===== src/rtl/clb_multi.sv =====
// rtl/clb_multi.sv - multi-LUT configurable logic block with bit-serial config stream
// Each LUT input comes from a neighbour, io, registered-feedback or constant source.
`timescale 1ns/1ps
module clb_multi #(
   parameter int NUM_LUTS              = 2,
   parameter int LUT_WIDTH             = 3,
   parameter int NUM_NEIGHBOUR_SIGNALS = 8,
   parameter int NUM_IO_SIGNALS        = 4,
   parameter int BITSTREAM_DATA_WIDTH  = 1
) (
   input  logic                             clk,
   input  logic                             rst,
   input  logic                             cfg,
   input  logic                             cfg_tvalid,
   output logic                             cfg_tready,
   input  logic [BITSTREAM_DATA_WIDTH-1:0]  cfg_tdata,
   input  logic                             cfg_tlast,
   output logic                             cfg_ready,
   output logic                             cfg_error,
   input  logic                             run,
   input  logic [NUM_NEIGHBOUR_SIGNALS-1:0] run_in_neighbours,
   input  logic [NUM_IO_SIGNALS-1:0]        run_in_io,
   output logic [NUM_LUTS-1:0]              run_out
);
   localparam int TT       = 2 ** LUT_WIDTH;
   localparam int LUT_BITS = 10 * LUT_WIDTH + TT + 1;
   localparam int PW       = $clog2(LUT_BITS);
   localparam int LCW      = (NUM_LUTS > 1) ? $clog2(NUM_LUTS) : 1;

   typedef enum logic [1:0] {S_UNCFG, S_LOAD, S_IDLE, S_RUN} state_t;

   state_t                  r_state, w_next;
   logic [PW-1:0]           r_pos;
   logic [LCW-1:0]          r_lut;
   logic                    r_error;
   logic [1:0]              r_type  [NUM_LUTS][LUT_WIDTH];
   logic [7:0]              r_idx   [NUM_LUTS][LUT_WIDTH];
   logic [TT-1:0]           r_table [NUM_LUTS];
   logic [NUM_LUTS-1:0]     r_ff_en;
   logic [NUM_LUTS-1:0]     r_ff_q;
   logic [NUM_LUTS-1:0][LUT_WIDTH-1:0] w_addr;
   logic [NUM_LUTS-1:0]     w_comb;
   logic                    w_fire, w_final, w_frame_err, w_enter_load;

   assign w_fire       = cfg_tvalid && (r_state == S_LOAD);
   assign w_final      = (r_lut == LCW'(NUM_LUTS - 1)) && (r_pos == PW'(LUT_BITS - 1));
   assign w_frame_err  = w_fire && (cfg_tlast != w_final);
   assign w_enter_load = (r_state != S_LOAD) && (w_next == S_LOAD);

   always_ff @(posedge clk or posedge rst) begin
      if (rst) r_state <= S_UNCFG;
      else     r_state <= w_next;
   end

   always_comb begin
      w_next = r_state;
      case (r_state)
         S_UNCFG: if (cfg) w_next = S_LOAD;
         S_LOAD: begin
            if (w_frame_err)                w_next = S_UNCFG;
            else if (w_fire && cfg_tlast)   w_next = S_IDLE;
         end
         S_IDLE: begin
            if (run)      w_next = S_RUN;
            else if (cfg) w_next = S_LOAD;
         end
         S_RUN:   if (!run) w_next = S_IDLE;
         default: w_next = S_UNCFG;
      endcase
   end

   always_ff @(posedge clk or posedge rst) begin
      if (rst) begin
         r_pos   <= '0;
         r_lut   <= '0;
         r_error <= 1'b0;
         r_ff_q  <= '0;
         r_ff_en <= '0;
         for (int l = 0; l < NUM_LUTS; l++) begin
            r_table[l] <= '0;
            for (int i = 0; i < LUT_WIDTH; i++) begin
               r_type[l][i] <= '0;
               r_idx[l][i]  <= '0;
            end
         end
      end else if (w_enter_load) begin
         r_pos   <= '0;
         r_lut   <= '0;
         r_error <= 1'b0;
         r_ff_q  <= '0;
      end else begin
         if (r_state == S_RUN) r_ff_q <= w_comb;
         if (w_fire) begin
            if (w_frame_err) r_error <= 1'b1;
            if (r_pos == PW'(LUT_BITS - 1)) begin
               r_pos <= '0;
               r_lut <= r_lut + 1'b1;
            end else begin
               r_pos <= r_pos + 1'b1;
            end
            // Each stream bit lands directly in its field; position decode is unrolled per LUT.
            for (int l = 0; l < NUM_LUTS; l++) begin
               if (r_lut == LCW'(l)) begin
                  for (int i = 0; i < LUT_WIDTH; i++) begin
                     for (int b = 0; b < 2; b++)
                        if (r_pos == PW'(10 * i + b)) r_type[l][i][b] <= cfg_tdata[0];
                     for (int b = 0; b < 8; b++)
                        if (r_pos == PW'(10 * i + 2 + b)) r_idx[l][i][b] <= cfg_tdata[0];
                  end
                  for (int t = 0; t < TT; t++)
                     if (r_pos == PW'(10 * LUT_WIDTH + t)) r_table[l][t] <= cfg_tdata[0];
                  if (r_pos == PW'(LUT_BITS - 1)) r_ff_en[l] <= cfg_tdata[0];
               end
            end
         end
      end
   end

   // Feedback always reads the registered value, so no combinational loops can form.
   always_comb begin
      w_addr = '0;
      w_comb = '0;
      for (int l = 0; l < NUM_LUTS; l++) begin
         for (int i = 0; i < LUT_WIDTH; i++) begin
            case (r_type[l][i])
               2'd0: for (int k = 0; k < NUM_NEIGHBOUR_SIGNALS; k++)
                        if (r_idx[l][i] == 8'(k)) w_addr[l][i] = run_in_neighbours[k];
               2'd1: for (int k = 0; k < NUM_IO_SIGNALS; k++)
                        if (r_idx[l][i] == 8'(k)) w_addr[l][i] = run_in_io[k];
               2'd2: for (int k = 0; k < NUM_LUTS; k++)
                        if (r_idx[l][i] == 8'(k)) w_addr[l][i] = r_ff_q[k];
               default: w_addr[l][i] = r_idx[l][i][0];
            endcase
         end
         w_comb[l] = r_table[l][w_addr[l]];
      end
   end

   assign cfg_tready = (r_state == S_LOAD);
   assign cfg_ready  = (r_state == S_IDLE) || (r_state == S_RUN);
   assign cfg_error  = r_error;
   assign run_out    = cfg_ready ? ((r_ff_en & r_ff_q) | (~r_ff_en & w_comb)) : '0;
endmodule


===== config.mk =====
export PLATFORM = sky130hd
export DESIGN_NAME = clb_multi
export DESIGN_NICKNAME = d
export VERILOG_FILES = /design/src/rtl/clb_multi.sv
export SDC_FILE = /design/constraint.sdc
export NUM_CORES = 1
export LEC_CHECK = 0
export ABC_AREA = 1
export BUFFER_PORTS_ARGS = -buffer_cell sky130_fd_sc_hd__buf_2
export CAP_MARGIN = 20
export CORE_UTILIZATION = 57
export DETAILED_ROUTE_END_ITERATION = 6
export PLACE_DENSITY = 0.75
export SETUP_SLACK_MARGIN = 0.15
export SLEW_MARGIN = 30
export SYNTH_ARGS = -nofsm -noshare
export SYNTH_HDL_FRONTEND = slang
export SYNTH_SLANG_ARGS = --single-unit

===== constraint.sdc =====
create_clock -name clk -period 4.45 [get_ports clk]
set_input_delay 0.2225 -clock clk [delete_from_list [all_inputs] [get_ports clk]]
set_output_delay 0.2225 -clock clk [all_outputs]
set_load 0.02 [all_outputs]

==> results of run 1 <==
## worst max-delay path: cells and delay by family, from the launching register on
| kind | cells | cell delay (ns) |
|---|---|---|
| AND/OR/NAND/NOR | 8 | 1.05 |
| AO/OA/AOI/OAI | 3 | 0.61 |
| flip-flops | 1 | 0.40 |
| buffers and inverters | 2 | 0.17 |
## state kept, by name, indices dropped and copies added (netlist names)
register   flops
r_ff_q         2
r_idx         48
r_type        12
r_state        2
r_pos          6
r_ff_en        2
r_lut          1
r_table       16
cfg_error      1
## layout by cell type, fill, tap and decap left out, drive strengths merged
cell         Yosys  layout
a211oi           2       2
a21oi           65      65
a22oi            1       1
a311o            1       1
a31o             1       1
a31oi           45      45
a41oi            3       3
and3             1       1
buf              7      27
bufinv           0       1
clkbuf          18      15
clkinv           2       3
dfrtp           90      90
dlygate4sd3      0       1
ha               4       4
inv             87      86
nand2          178     178
nand3           68      68
nand3b           6       6
nand4           14      14
nor2           113     113
nor3            26      26
nor3b            1       1
nor4             2       2
o2111ai          5       5
o211ai           5       5
o21ai           34      34
o21bai           2       2
o22ai            7       7
o31ai            2       2
o32ai            1       1
or2              4       4
xor2             3       3
## kinds of logic (layout without fill, tap and decap cells)
group / after synthesis / in the layout / synth area share
adders and majority gates: 4 / 4 / 0.008724
and+or+nand+nor: 413 / 413 / 0.3378
AOI/OAI and AO/OA: 174 / 174 / 0.1778
DFF: 90 / 90 / 0.3926
xor gates and xnor gates: 3 / 3 / 0.004581
buffers and inverters: 114 / 133 / 0.07851
## report_power, final
part	switching, µW	leakage, µW	internal, µW
clock network	281	0.000110	322
logic	806	0.00150	353
registers	154	0.00119	946
## stage by stage
step	instances	setup slack (ns)
floorplan	798	1.892
global placement	932	2.059
detailed placement	933	2.082
CTS	950	1.683
global route	950	1.462
finish	950	1.649
## final timing paths
path	from	endpoint	slack [ns]	depth (start not counted)
min in group asynchronous	rst	r_idx[6]	0.37	3
max reg2reg	r_state[1]	r_table[14]	2.12	7
min reg2reg	r_idx[36]	r_idx[36]	0.49	2
min	cfg	r_state[0]	0.13	3
max	r_idx[12]	run_out[1]	1.65	13
max in group asynchronous	rst	r_idx[42]	3.14	4
## cell type report
type,instances,area [µm²]
clock buffers,15,186.4
well taps,133,166.4
flip-flops and latches,90,2252
repair buffers,28,178.9
multi-input cells,594,3049
clock inverters,1,30.03
fillers,867,3575
inverters,89,336.6
## layer usage
layer | vias to the layer above | track usage | part of all wire | wire length, µm
met5 | - | 0 | 0 | 0
met4 | 0 | 0.1286 | 0.028 | 444
met3 | 32 | 0.03625 | 0.068 | 1086
met2 | 231 | 0.5126 | 0.46 | 7281
met1 | 2635 | 0.4502 | 0.45 | 7172
li1 | 2730 | - | - | -
## repair_timing
item	4_1_cts	5_1_grt
hold buffers	1	0
hold endpoints to repair	20	0
setup buffers	0	0
==> metrics.cfg, run 1 <==
[status]
run_status = completed

[clock_tree]
clock_latency_ns = 0.36
clock_sinks = 90
postCtsResizedCells = 0
root_buffer = clkbuf_8
ctsHtreeMaxLevel = 3
cts_tree = yes
cts_buffers = 9
cts.clk_slew.worst_paths_ns = 0.08
cts_buffer_depth = 2

[placement]
port_buffers = 23
dp.final_hpwl_mm = 11.79
place_area_um2 = 5969
place_congestion = 0.9388

[logic_synthesis]
ys_top_cells_by_count = nand2_1, nor2_1, dfrtp_1, inv_1, nand3_1
seq_area_frac_synth = 0.3926
synthCells = 798
ys_types = 48
synth.area.top_cells = dfrtp_1, nand2_1, nor2_1
yosys_warnings = 0
synth_edf_count = 0
avgSynthCellArea_um2 = 7.189
synth_top_area_share = 0.3926
synthArstFlopShare = 1.000
synth_seq_cells = 90
syn-num-nets = 821
synth_flop_cell = dfrtp_1
syn_area_um2 = 5737
yosysMostFrequentCell = nand2_1
yosys.area.top_type = dfrtp_1

[worst_setup_path]
crit_top_cell = nand3_1
cp_cell_sequence = nor2_1, nand2_2, nor3_2, nand2_1, o2111ai_1, o21ai_2, a21oi_2, nand3_1, nand3_1, nand3_1, nand2_1, inv_1, buf_2
cp_data_arrival_time_ns = 2.58
path_class = flop to output pin
critPathSlowestCell = dfrtp_1
critical_path_required_ns = 4.23
crit_path_max_fanout = 5
critPathCaptureType = output pin
start_kind = flop
max_stage_delay_ns = 0.40

[routing]
drt_iter0_markers = 495
wl_mm = 15.99
routed_via_density = 5.924
drc = 0
wl_per_cell_um = 16.83
via_count = 5628
postRouteAntennaNets = 0
dr.pass1.iters = 5

[grt]
grt_pass1_wl_mm = 25.31
grt_max_degree = 72
antenna_found_initial = 0
grt_pass1_vias = 4996
grt_use_total = 0.3217
overflow = 0

[min_path]
hold_path.class = input port to flop

[cells_and_area]
finalInstanceArea_um2 = 6200
drive_gt1_frac = 0.1322
fin_util = 0.6343
antennaDiodeCount = 0
syn2layout_area_growth_pct = 8.070
fin_nets = 835

[sta]
clock.fmax_mhz = 357.0
skew_ns = 0.007017
tightest_slew_ns = 0.8147
holdWs_ns = 0.1348
slew_viol_final = 0
min_period_over_period = 0.6294
relSlewSlack = 0.4568
setup_violations = 0
grt_setup_unrepaired = no
finalCriticalPeriod_ns = 2.801
setup_tns_ns = 0
finalHoldViolCount = 0

[pwr]
peakVddDrop_v = 0.0003148
p_total_uw = 2862
power.density_nw_per_um2 = 461.6
p_leak_uw = 0.002802

[die]
std_cell_rows = 36
dieArea_um2 = 10470
coreArea_um2 = 9774
die_w_um = 102.3
start_util = 0.5869
die_y_um = 102.3
io_pins = 24

[flow_run]
maxCapViolCount = 0

(Power assumes the default switching activity.)
==> run 2, diff against run 1 <==
- clock period: 4.45 -> 2.75 ns (I/O delays scaled with it)
==> run 2 against run 1 <==
  * Clock skew rose by 0.0037 ns
  * Design area rose by 1.6%
  * Critical path depth fell by 1
  * Clock power rose by 46%
  * Global-route usage rose by 1.0 points
  * Flip-flop and latch count did not move
  * Critical endpoint unchanged
  * Largest cell class unchanged
  * Highest routed layer unchanged
==> metrics.cfg, run 2 (same netlist as run 1, synthesis figures left out) <==
[status]
run_status = completed

[clock_tree]
cts_buffers = 9
cts_tree = yes
ctsHtreeMaxLevel = 3
clock_sinks = 90
cts.clk_slew.worst_paths_ns = 0.09
clock_latency_ns = 0.38
cts_buffer_depth = 2
root_buffer = clkbuf_8

[pwr]
clkPwrFrac = 0.190
combinationalPowerShare = 0.424
power_frac_seq = 0.386
p_sw_uw = 2066
p_leak_uw = 0.002852
power.density_nw_per_um2 = 734.8
p_int_uw = 2563
switching_share = 0.4463
p_total_uw = 4630
peakVddDrop_v = 0.0004901

[cells_and_area]
top_register = r_idx
drive_gt1_frac = 0.1590
fin_util = 0.6446
reg_top3 = r_idx: 48 flops, r_table: 16 flops, r_type: 12 flops
largest_reg_flops = 48
fin_nets = 844
antennaDiodeCount = 0
syn2layout_area_growth_pct = 9.836
n_fill_cell = 895
mostFrequentLayoutCell = nand2_1
seq_area_um2 = 2253
layout_common_cells = nand2_1, dfrtp_1, nor2_1
multi_input_area_um2 = 3102

[grt]
grt_pass1_vias = 5113
grt_pass1_wl_mm = 25.94
grt_use_total = 0.3320
grt_max_degree = 61
antenna_found_initial = 0
overflow = 0

[die]
std_cell_rows = 36
dieArea_um2 = 10470
io_pins = 24
die_y_um = 102.3
die_w_um = 102.3
coreArea_um2 = 9774
start_util = 0.5869

[routing]
dr.pass1.iters = 5
drt_iter0_markers = 466
wl_per_cell_um = 17.09
postRouteAntennaNets = 0
wl_mm = 16.35
drc = 0
routed_via_density = 5.966
via_count = 5709

[placement]
dp.final_hpwl_mm = 12.09
port_buffers = 23
place_congestion = 0.9668

[sta]
finalHoldViolCount = 0
finalCriticalPeriod_ns = 2.649
holdWs_ns = 0.01111
setup_violations = 0
min_period_over_period = 0.9633
clock.fmax_mhz = 377.5
slew_viol_final = 0
tightest_slew_ns = 0.8165
grt_setup_unrepaired = yes
skew_ns = 0.01072
relSlewSlack = 0.4557

[worst_setup_path]
crit_path_max_fanout = 4
path_class = flop to output pin
critical_path_required_ns = 2.61
cp_data_arrival_time_ns = 2.51
critPathCaptureType = output pin
cp_cell_sequence = or2_4, nor2_4, nand3_2, o22ai_2, nand4_1, o21bai_1, nand3b_1, nand3b_1, nand3_1, nand2_1, inv_1, buf_6
max_stage_delay_ns = 0.42
start_kind = flop
crit_top_cell = nand3b_1
path_delay_family = simple AND/OR/NAND/NOR gates
critPathSlowestCell = dfrtp_1
critPathBufInv = 2

[min_path]
hold_path.class = input port to flop

[flow_run]
maxCapViolCount = 0

-- run 2: changes by cell type in the layout (fill, tap and decap cells not counted), moves of 2 or more --
cell / previous run / this run
buf_4: 2 / 10
nor2_1: 90 / 84
nor2_2: 17 / 23
clkbuf_8: 13 / 9
buf_12: 0 / 3
nand2_1: 167 / 164
clkinv_2: 2 / 4
inv_4: 0 / 2
nand2_2: 9 / 11
-- run 2: repair_timing --
| item | 4_1_cts | 5_1_grt |
|---|---|---|
| hold endpoints to repair | 44 | 0 |
| gates resized for setup | 8 | 12 |
| buffers inserted | 3 | 3 |
| hold buffers | 1 | 0 |
| pin swaps | 5 | 6 |
| gates cloned | 0 | 0 |
| endpoints found under the setup margin | 1 | 2 |
-- run 2: final timing paths --
check,from,end,slack (ns),depth (start not counted)
setup / recovery,r_idx[3],run_out[1],0.10,12
hold / removal,run,r_state[0],0.01,3
setup reg to reg,r_idx[3],r_ff_q[1],0.45,13
hold reg to reg,r_idx[12],r_idx[12],0.50,2
max in group asynchronous,rst,r_table[3],1.62,4
min in group asynchronous,rst,r_idx[4],0.43,3
-- run 2: final cells by class --
class / instances / share of cell area
multi-input combinational: 594 / 0.4923
inverter: 89 / 0.05401
timing repair buffer: 37 / 0.04230
clock buffer: 10 / 0.02025
tap: 133 / 0.02641
sequential: 90 / 0.3576
clock inverter: 4 / 0.007149
-- run 2: worst register-to-register path, cell delays in order, from the launching register on --
cell	delay [ns]
dfrtp_1	0.42
or2_4	0.28
nor2_4	0.12
nand3_2	0.12
o22ai_2	0.16
nand4_1	0.12
o21bai_1	0.18
nand3b_1	0.19
nand3b_1	0.24
buf_4	0.15
buf_4	0.12
nand2_1	0.05
nand2_1	0.06
nand2_1	0.06
-- run 2: per-layer routing --
layer | part of all wire | track usage
met1 | 0.45 | 0.4561
met2 | 0.46 | 0.5292
met3 | 0.063 | 0.05335
met4 | 0.027 | 0.1286
met5 | 0 | 0
-- run 2: metrics by stage --
stage	TNS, ns	area (µm²)	std cells	worst slack (ns)
final	0	6301	957	0.1008
after global routing	-0.05506	6301	957	-0.03594
after CTS	0	6242	954	0.1505
after detailed placement	0	6010	936	0.4714
after global placement	0	6010	936	0.5725
after floorplan	0	5737	798	0.2772
-- run 2: power by group through the flow --
stage	logic (µW)	registers, µW	clock network [µW]
after global routing	2180	1820	933
after CTS	1880	1780	881
after detailed placement	1870	1800	0
after global placement	1810	1780	0
after floorplan	1450	1720	0
final	1970	1790	878
